[src/rtl/alu_pkg.sv]
// Shared opcode encodings, decoded control and flag bundles for the ALU pipeline.
package alu_pkg;

    localparam int unsigned OpWidth = 4;

    typedef enum logic [OpWidth-1:0] {
        OpAnd  = 4'b0000,
        OpOr   = 4'b0001,
        OpAdd  = 4'b0010,
        OpSub  = 4'b0011,
        OpSlt  = 4'b0100,
        OpSltu = 4'b0101,
        OpSrl  = 4'b0110,
        OpSll  = 4'b0111,
        OpSra  = 4'b1000,
        OpXor  = 4'b1001,
        OpNor  = 4'b1010
    } alu_op_e;

    typedef struct packed {
        alu_op_e op;
        logic    illegal;
    } alu_ctrl_t;

    typedef struct packed {
        logic carry;
        logic zero;
        logic neg;
        logic ovf;
        logic illegal;
    } alu_flags_t;

    // Legal encodings are contiguous from OpAnd to OpNor; anything above is illegal.
    function automatic alu_ctrl_t alu_decode(input logic [63:0] opcode);
        alu_ctrl_t ctrl;
        ctrl.op      = OpAnd;
        ctrl.illegal = 1'b1;
        if (opcode <= 64'(OpNor)) begin
            ctrl.op      = alu_op_e'(opcode[OpWidth-1:0]);
            ctrl.illegal = 1'b0;
        end
        return ctrl;
    endfunction

endpackage

[src/rtl/alu_core.sv]
// Combinational ALU datapath: arithmetic, logic, shifter and result flags.
module alu_core
    import alu_pkg::*;
#(
    parameter int unsigned N = 32
) (
    input  logic [N-1:0] a_i,
    input  logic [N-1:0] b_i,
    input  alu_ctrl_t    ctrl_i,
    output logic [N-1:0] result_o,
    output alu_flags_t   flags_o
);

    localparam int unsigned ShW = $clog2(N);

    logic [N:0]     sum;
    logic [N:0]     diff;
    logic [ShW-1:0] shamt;
    logic           add_ovf;
    logic           sub_ovf;

    assign sum   = {1'b0, a_i} + {1'b0, b_i};
    // Carry out of A + ~B + 1 is the unsigned no-borrow indication.
    assign diff  = {1'b0, a_i} + {1'b0, ~b_i} + {{N{1'b0}}, 1'b1};
    assign shamt = b_i[ShW-1:0];

    assign add_ovf = (a_i[N-1] == b_i[N-1]) && (sum[N-1] != a_i[N-1]);
    assign sub_ovf = (a_i[N-1] != b_i[N-1]) && (diff[N-1] != a_i[N-1]);

    always_comb begin
        result_o = '0;
        flags_o  = '0;
        unique case (ctrl_i.op)
            OpAnd:  result_o = a_i & b_i;
            OpOr:   result_o = a_i | b_i;
            OpAdd: begin
                result_o      = sum[N-1:0];
                flags_o.carry = sum[N];
                flags_o.ovf   = add_ovf;
            end
            OpSub: begin
                result_o      = diff[N-1:0];
                flags_o.carry = diff[N];
                flags_o.ovf   = sub_ovf;
            end
            OpSlt:  result_o = {{(N-1){1'b0}}, $signed(a_i) < $signed(b_i)};
            OpSltu: result_o = {{(N-1){1'b0}}, a_i < b_i};
            OpSrl:  result_o = a_i >> shamt;
            OpSll:  result_o = a_i << shamt;
            OpSra:  result_o = $signed(a_i) >>> shamt;
            OpXor:  result_o = a_i ^ b_i;
            OpNor:  result_o = ~(a_i | b_i);
            default: result_o = '0;
        endcase

        // Illegal beats carry only the illegal flag, even though the result is zero.
        if (ctrl_i.illegal) begin
            result_o        = '0;
            flags_o         = '0;
            flags_o.illegal = 1'b1;
        end else begin
            flags_o.zero = (result_o == '0);
            flags_o.neg  = result_o[N-1];
        end
    end

endmodule

[src/rtl/alu_pipe.sv]
// Two-stage valid/ready ALU pipeline: operands+control in stage 1, result+flags in stage 2.
module alu_pipe
    import alu_pkg::*;
#(
    parameter int unsigned N   = 32,
    parameter int unsigned OPW = OpWidth
) (
    input  logic           clk_i,
    input  logic           rst_i,
    input  logic           in_valid_i,
    output logic           in_ready_o,
    input  logic [N-1:0]   a_i,
    input  logic [N-1:0]   b_i,
    input  logic [OPW-1:0] operacion_i,
    output logic           out_valid_o,
    input  logic           out_ready_i,
    output logic [N-1:0]   resultado_o,
    output logic           c_o,
    output logic           zeroflag_o,
    output logic           neg_o,
    output logic           ovf_o,
    output logic           illegal_o
);

    logic       s1_valid_q, s1_valid_d;
    logic [N-1:0] s1_a_q, s1_a_d;
    logic [N-1:0] s1_b_q, s1_b_d;
    alu_ctrl_t  s1_ctrl_q, s1_ctrl_d;

    logic       s2_valid_q, s2_valid_d;
    logic [N-1:0] s2_result_q, s2_result_d;
    alu_flags_t s2_flags_q, s2_flags_d;

    logic       s2_advance;
    logic       in_accept;
    alu_ctrl_t  in_ctrl;
    logic [N-1:0] core_result;
    alu_flags_t core_flags;

    assign in_ctrl    = alu_decode(64'(operacion_i));
    assign s2_advance = !s2_valid_q || out_ready_i;
    assign in_ready_o = !s1_valid_q || s2_advance;
    assign in_accept  = in_valid_i && in_ready_o;

    alu_core #(
        .N(N)
    ) u_core (
        .a_i     (s1_a_q),
        .b_i     (s1_b_q),
        .ctrl_i  (s1_ctrl_q),
        .result_o(core_result),
        .flags_o (core_flags)
    );

    always_comb begin
        s1_valid_d = s1_valid_q;
        s1_a_d     = s1_a_q;
        s1_b_d     = s1_b_q;
        s1_ctrl_d  = s1_ctrl_q;
        if (in_ready_o) begin
            s1_valid_d = in_valid_i;
        end
        if (in_accept) begin
            s1_a_d    = a_i;
            s1_b_d    = b_i;
            s1_ctrl_d = in_ctrl;
        end
    end

    // Stage 2 only changes when its beat leaves (or it is empty), keeping outputs stable.
    always_comb begin
        s2_valid_d  = s2_valid_q;
        s2_result_d = s2_result_q;
        s2_flags_d  = s2_flags_q;
        if (s2_advance) begin
            s2_valid_d = s1_valid_q;
            if (s1_valid_q) begin
                s2_result_d = core_result;
                s2_flags_d  = core_flags;
            end
        end
    end

    always_ff @(posedge clk_i) begin
        if (rst_i) begin
            s1_valid_q  <= 1'b0;
            s1_a_q      <= '0;
            s1_b_q      <= '0;
            s1_ctrl_q   <= '{op: OpAnd, illegal: 1'b0};
            s2_valid_q  <= 1'b0;
            s2_result_q <= '0;
            s2_flags_q  <= '0;
        end else begin
            s1_valid_q  <= s1_valid_d;
            s1_a_q      <= s1_a_d;
            s1_b_q      <= s1_b_d;
            s1_ctrl_q   <= s1_ctrl_d;
            s2_valid_q  <= s2_valid_d;
            s2_result_q <= s2_result_d;
            s2_flags_q  <= s2_flags_d;
        end
    end

    assign out_valid_o = s2_valid_q;
    assign resultado_o = s2_result_q;
    assign c_o         = s2_flags_q.carry;
    assign zeroflag_o  = s2_flags_q.zero;
    assign neg_o       = s2_flags_q.neg;
    assign ovf_o       = s2_flags_q.ovf;
    assign illegal_o   = s2_flags_q.illegal;

endmodule

[config.mk]
export PLATFORM = sky130hd
export DESIGN_NAME = alu_pipe
export DESIGN_NICKNAME = d
export VERILOG_FILES = /design/src/rtl/alu_pkg.sv /design/src/rtl/alu_core.sv /design/src/rtl/alu_pipe.sv
export SDC_FILE = /design/constraint.sdc
export NUM_CORES = 1
export LEC_CHECK = 0
export BUFFER_PORTS_ARGS = -buffer_cell sky130_fd_sc_hd__buf_4
export CORE_AREA = 4 4 168 170
export DETAILED_ROUTE_END_ITERATION = 12
export DIE_AREA = 0 0 172 174
export PLACE_DENSITY_LB_ADDON = 0.2
export SYNTH_ARGS = -nofsm -noshare
export SYNTH_HDL_FRONTEND = slang
export SYNTH_SLANG_ARGS = --single-unit
[constraint.sdc]
create_clock -name clk_i -period 4.4 [get_ports clk_i]
set_input_delay 0.88 -clock clk_i [delete_from_list [all_inputs] [get_ports clk_i]]
set_output_delay 0.88 -clock clk_i [all_outputs]
set_load 0.005 [all_outputs]
==> results of run 1 <==
==> routing by layer <==
| metal | track usage (%) | vias to the layer above |
|---|---|---|
| li1 | - | 7664 |
| met4 | 25.3 | 2 |
| met5 | 0 | - |
| met2 | 66.8 | 1720 |
| met3 | 16.0 | 405 |
| met1 | 61.4 | 8559 |
==> synth_stat cells, types with 47 or more instances <==
cell,n
mux4_2,65
a21oi_1,199
ha_1,100
o21ai_0,99
mux2i_1,67
nand2_1,292
nor2_1,196
clkbuf_1,110
a22oi_1,53
inv_1,102
buf_2,47
dfxtp_1,107
==> timing repair <==
item	4_1_cts	5_1_grt
endpoints found under the setup margin	0	1
hold endpoints to repair	0	0
resized for setup	0	7
==> cell families (layout without fill, tap and decap cells) <==
kind of cell | Yosys count | after routing | synth area share, %
DFF | 107 | 107 | 14.3
muxes | 159 | 159 | 16.3
xor gates and xnor gates | 12 | 12 | 0.702
adders and majority gates | 102 | 102 | 8.63
other | 0 | 2 | 0
and+or+nand+nor | 707 | 707 | 21.2
AOI/OAI and AO/OA | 668 | 668 | 30.3
buffers and inverters | 297 | 351 | 8.56
==> through the flow <==
| step | total power [mW] | cells | hold WS (ns) | setup WS, ns | utilization, % |
|---|---|---|---|---|---|
| 4_1_cts | 3.59 | 2447 | 0.459 | 0.0589 | 62.3 |
| 3_5_place_dp | 2.73 | 2432 | 0.448 | 0.0888 | 61.2 |
| 6_report | 3.70 | 2449 | 0.460 | 0.134 | 62.4 |
| 2_1_floorplan | 2.15 | 2052 | 0.448 | 0.285 | - |
| 5_1_grt | 3.81 | 2447 | 0.507 | 0.0183 | 62.4 |
| 3_3_place_gp | 2.71 | 2432 | 0.446 | 0.252 | 61.2 |
==> registers in the layout, indices dropped and copies added (netlist names) <==
name,count
s1_valid_q,1
s1_ctrl_q,5
s1_b_q,32
ovf_o,1
illegal_o,1
c_o,1
out_valid_o,1
s1_a_q,32
zeroflag_o,1
resultado_o,32
==> worst max-delay path, stage by stage (launching register included) <==
cell	delay, ns
dfxtp_4	0.49
buf_12	0.31
buf_4	0.26
mux4_2	0.58
a22oi_1	0.26
a31oi_1	0.13
a211oi_1	0.42
nand3_1	0.38
nor4_1	0.42
nand4_1	0.16
nor4_2	0.29
nand4_1	0.16
o31ai_2	0.24
==> worst paths after layout <==
path | from | to | slack, ns | cells past startpoint
max | s1_b_q[1]$_SDFFE_PP0P_ | zeroflag_o$_SDFFE_PP0P_ | 0.13 | 12
min | resultado_o[2]$_SDFFE_PP0P_ | resultado_o[2]$_SDFFE_PP0P_ | 0.46 | 2
max reg2reg | s1_b_q[1]$_SDFFE_PP0P_ | zeroflag_o$_SDFFE_PP0P_ | 0.13 | 12
min reg2reg | resultado_o[2]$_SDFFE_PP0P_ | resultado_o[2]$_SDFFE_PP0P_ | 0.46 | 2
==> area by class of cell <==
cell class	instances	share of cell area, %
repair buffers	230	10.7
clock inverters	5	0.218
clock buffers	10	1.50
diodes	2	0.0300
multi-input cells	1648	69.7
inverters	106	2.39
flip-flops and latches	107	12.9
well taps	341	2.56
==> power breakdown <==
group          total [mW]  switching [mW]  internal (mW)
registers            1.08          0.0657           1.01
logic                1.74            1.11          0.627
clock network       0.879           0.460          0.419
total                3.70            1.64           2.06
==> impl_metrics.csv, run 1 <==
group,metric,value,unit
logic_synthesis,synth_edf_count,0,
clocking,ctsLongestPathBuffers,2,
die,start_util,56.0,%
final_layout,regArea,2150,um^2
timing,grt_setup_unrepaired,"no",
grt,grt_overflow,0,
min_path,worstHoldPathType,"flop to flop",
detailed_routing,dr.first_iter.drc_count,3734,
detailed_routing,detail-route-antenna-nets,0,
clocking,postCtsSetupBuffers,0,
die,io_pins,111,
timing,tightest_slew,1.18,ns
final_layout,multi_input_area,11600,um^2
detailed_routing,wirelength,72500,um
pwr,ir_worst_vdd,0.000175,V
final_layout,design_area,16700,um^2
logic_synthesis,synth_seq_cells,107,
die,die_w,172,um
outcome,outcome,"complete, no violations",
grt,grt_pass1_vias,16722,
logic_synthesis,synthCells,2052,
timing,fmax,234,MHz
worst_setup_path,crit_required,4.69,ns
clocking,htree_levels,3,
placed_design,port_buffers,110,
timing,setup_tns,0,ns
worst_setup_path,worst_setup_path_start_kind,"flop",
placed_design,place_area,16400,um^2
detailed_routing,route.met3.wl,11600,um
detailed_routing,routed-via-count,18350,
detailed_routing,top_layer,"met5",
clocking,clk_pin_slew,0.08,ns
logic_synthesis,synthesis.area,15000,um^2
final_layout,final_common_cell,"nand2_1",
worst_setup_path,crit_fanout,55,
worst_setup_path,endpoint_kind,"flop",
timing,drv_slew,0,
final_layout,layout_common_cells,"nand2_1, buf_4, a21oi_1",
timing,fin_crit_sh,97.0,%
die,die_h,174,um
grt,grt.total_usage,46.7,%
placed_design,place_congestion,1.16,
logic_synthesis,synth_ff_type,"dfxtp_1",
job,cap_violations,0,
grt,grt_pass1_wl,106000,um
timing,slew_headroom,20.0,%
timing,setup_viol,0,
clocking,clock-root-buffer,"clkbuf_16",
detailed_routing,wl_met2,29400,um
logic_synthesis,yosysTopAreaCell,"dfxtp_1",
final_layout,fillers,2462,
final_layout,syn_to_final_growth,11.4,%
detailed_routing,drc,0,
worst_setup_path,critPathKind,"flop to flop",
timing,hold_viol_final,0,
logic_synthesis,yosys.area.top_type_share,14.3,%
clocking,cts_sinks,107,
grt,grt_antenna_before_repair,2,
logic_synthesis,yosys_warnings,0,
logic_synthesis,ys_types,96,
clocking,clk_latency,0.39,ns
placed_design,dp_hpwl,55500,um
detailed_routing,met1Wirelength,25900,um
clocking,numCtsBuffers,9,
logic_synthesis,synth.avg_cell_area,7.30,um^2
clocking,hold_buffers,0,
worst_setup_path,crit_arrival,4.56,ns
die,coreArea,26700,um^2
logic_synthesis,yosys-top-cells-area,"dfxtp_1, mux4_2, ha_1",
die,dieArea,29900,um^2
detailed_routing,wire_per_inst,29.6,um
clocking,tritoncts,"built",
detailed_routing,drt_pass1_iterations,8,
final_layout,drive_above_1_share,18.4,%
logic_synthesis,async_flop_share,0,%
logic_synthesis,syn_nets,2226,
logic_synthesis,ys_seq_area_share,14.3,%
final_layout,fin_nets,2276,
pwr,power.density,222,nW/um^2
pwr,p_leak,6.36,nW
detailed_routing,vias_per_cell,7.49,
timing,fin_skew,0.0199,ns
die,num_rows,60,
grt,grt_max_degree,86,
timing,finalCriticalPeriod,4.27,ns
(Power assumes the default switching activity.)
==> inputs of run 2 (changes only) <==
--- a/config.mk
+++ b/config.mk
@@ -6,9 +6,12 @@
 export NUM_CORES = 1
 export LEC_CHECK = 0
 export BUFFER_PORTS_ARGS = -buffer_cell sky130_fd_sc_hd__buf_4
-export CORE_AREA = 4 4 168 170
+export CELL_PAD_IN_SITES_DETAIL_PLACEMENT = 1
+export CELL_PAD_IN_SITES_GLOBAL_PLACEMENT = 2
+export CORE_AREA = 4 4 218 220
 export DETAILED_ROUTE_END_ITERATION = 12
-export DIE_AREA = 0 0 172 174
+export DIE_AREA = 0 0 222 224
+export GPL_TIMING_DRIVEN = 0
 export PLACE_DENSITY_LB_ADDON = 0.2
 export SYNTH_ARGS = -nofsm -noshare
 export SYNTH_HDL_FRONTEND = slang
==> run 2 against run 1 <==
The run now ends with negative setup slack left. Worst hold slack better by 0.019 ns. Final cell count is 14% higher. Combinational power is 17% higher. Sequential share of layout area is 0.66 points lower. Critical path depth is 1 higher. Maximum frequency is 6.5% lower. Power is 9.3% higher. Flip-flop and latch count stayed put. Global-route usage is 7.1 points lower. Sequential power is 4% higher. Largest cell class unchanged.
==> impl_metrics.csv, run 2 (synthesis results as in run 1) <==
group,metric,value,unit
final_layout,fin_nets,2366,
worst_setup_path,crit_arrival,4.89,ns
min_path,worstHoldPathType,"flop to flop",
pwr,p_leak,6.63,nW
timing,finalCriticalPeriod,4.56,ns
timing,setup_slack,-0.163,ns
grt,grt.total_usage,39.6,%
clocking,clk_latency,0.42,ns
pwr,power.density,229,nW/um^2
timing,drv_slew,0,
final_layout,fillers,5655,
placed_design,place_congestion,1.05,
final_layout,antennaDiodeCount,0,
detailed_routing,dr.first_iter.drc_count,2448,
placed_design,dp_hpwl,82500,um
grt,grt_pass1_wl,142000,um
clocking,ctsLongestPathBuffers,2,
detailed_routing,wirelength,102000,um
die,start_util,33.1,%
pwr,ir_worst_vdd,0.000157,V
clocking,numCtsBuffers,9,
timing,fin_crit_sh,104,%
clocking,clock-root-buffer,"clkbuf_16",
detailed_routing,drt_pass1_iterations,5,
grt,grt_antenna_before_repair,1,
worst_setup_path,critPathKind,"flop to flop",
detailed_routing,vias_per_cell,6.71,
timing,setup_tns,-0.163,ns
pwr,power.switching,1.94,mW
pwr,switching_share,48.1,%
pwr,total_power,4.04,mW
pwr,comb_power_share,50.3,%
grt,grt_max_degree,20,
timing,fin_skew,0.0200,ns
clocking,tritoncts,"built",
worst_setup_path,worst_setup_path_start_kind,"flop",
clocking,clk_pin_slew,0.08,ns
outcome,outcome,"complete, but fails checks",
clocking,htree_levels,3,
final_layout,final_common_cell,"nand2_1",
timing,slew_headroom,14.8,%
placed_design,dp_slack,-1.99,ns
detailed_routing,detail-route-antenna-nets,0,
final_layout,syn_to_final_growth,17.9,%
die,dieArea,49700,um^2
final_layout,post-route-util,39.0,%
grt,grt_pass1_vias,18291,
pwr,p_int,2.10,mW
timing,fmax,219,MHz
timing,setup_viol,1,
die,die_h,224,um
die,io_pins,111,
timing,whs,0.479,ns
detailed_routing,wire_per_inst,36.6,um
final_layout,layout_common_cells,"nand2_1, nor2_1, a21oi_1",
die,coreArea,45300,um^2
detailed_routing,drc,0,
grt,grt_overflow,0,
timing,tightest_slew,1.28,ns
detailed_routing,routed-via-count,18761,
die,num_rows,78,
pwr,p_clk_share,21.9,%
job,cap_violations,0,
final_layout,drive_above_1_share,20.8,%
clocking,cts_sinks,107,
timing,grt_setup_unrepaired,"yes",
worst_setup_path,crit_required,4.73,ns
placed_design,port_buffers,109,
die,die_w,222,um
pwr,power_frac_seq,27.8,%
worst_setup_path,endpoint_kind,"flop",
worst_setup_path,crit_fanout,10,
timing,hold_viol_final,0,
outcome,violations,"negative setup slack",
==> run 2: changes by cell type in the layout (fill, tap and decap cells not counted), moves of 6 or more <==
| cell | previous run | this run |
|---|---|---|
| buf_4 | 225 | 143 |
| clkbuf_1 | 0 | 78 |
| buf_2 | 0 | 44 |
| clkbuf_2 | 0 | 23 |
| dfxtp_2 | 1 | 17 |
| a211oi_1 | 32 | 19 |
| dfxtp_1 | 103 | 90 |
| a211oi_2 | 1 | 12 |
| buf_1 | 0 | 10 |
| buf_6 | 0 | 8 |
| a21oi_2 | 0 | 7 |
| a21oi_1 | 198 | 192 |
| nor4_1 | 13 | 7 |
==> run 2: power by group through the flow <==
stage	combinational [mW]	sequential, mW	clock [mW]
finish	2.03	1.12	0.887
CTS	1.91	1.11	0.901
global route	2.11	1.12	0.939
global placement	1.79	1.13	0
floorplan	1.08	1.08	0
detailed placement	1.80	1.13	0
==> run 2: final cells by class <==
type	instances	area (um^2)	area share, %
multi-input cells	1648	12000	68.2
inverters	106	408	2.31
repair buffers	133	998	5.66
clock buffers	10	229	1.30
clock inverters	6	57.6	0.326
plain buffers	187	1010	5.73
well taps	600	751	4.25
flip-flops and latches	107	2160	12.3
==> run 2: worst max-delay path, stage by stage, from the launching register on <==
cell and delay (ns):
dfxtp_2 0.36, buf_8 0.17, buf_2 0.34, buf_2 0.40, buf_2 0.45, clkdlybuf4s18_2 0.61, nand2_1 0.19, nand3_1 0.24
o2111ai_1 0.35, a211oi_2 0.59, nand4_1 0.20, nor4_2 0.17, nand4_1 0.15, o31ai_2 0.23
==> run 2: stage by stage <==
| stage | instance area [um^2] | std cells |
|---|---|---|
| floorplan | 15000 | 2052 |
| global placement | 16500 | 2761 |
| detailed placement | 16600 | 2762 |
| CTS | 17400 | 2791 |
| global route | 17600 | 2797 |
| finish | 17600 | 2797 |
==> run 2: timing repair <==
action	in CTS	in global routing
pin swaps	19	24
resized for setup	122	65
endpoints found under the setup margin	33	9
hold endpoints to repair	0	0
hold buffers	0	0
buffers inserted	15	8
==> run 2: final timing paths <==
kind | start | endpoint | slack [ns] | cells past startpoint
max reg2reg | s1_b_q[3]$_SDFFE_PP0P_ | zeroflag_o$_SDFFE_PP0P_ | -0.16 | 13
min | resultado_o[31]$_SDFFE_PP0P_ | resultado_o[31]$_SDFFE_PP0P_ | 0.48 | 2
min reg2reg | resultado_o[31]$_SDFFE_PP0P_ | resultado_o[31]$_SDFFE_PP0P_ | 0.48 | 2
max | s1_b_q[3]$_SDFFE_PP0P_ | zeroflag_o$_SDFFE_PP0P_ | -0.16 | 13
==> run 2: layer usage <==
layer | global-route usage, % | share of wire, % | vias up
met3 | 8.23 | 9.1 | 290
met1 | 52.0 | 41 | 9452
li1 | - | - | 7874
met5 | 0 | 0 | -
met4 | 22.3 | 7.3 | 0
met2 | 60.7 | 43 | 1145
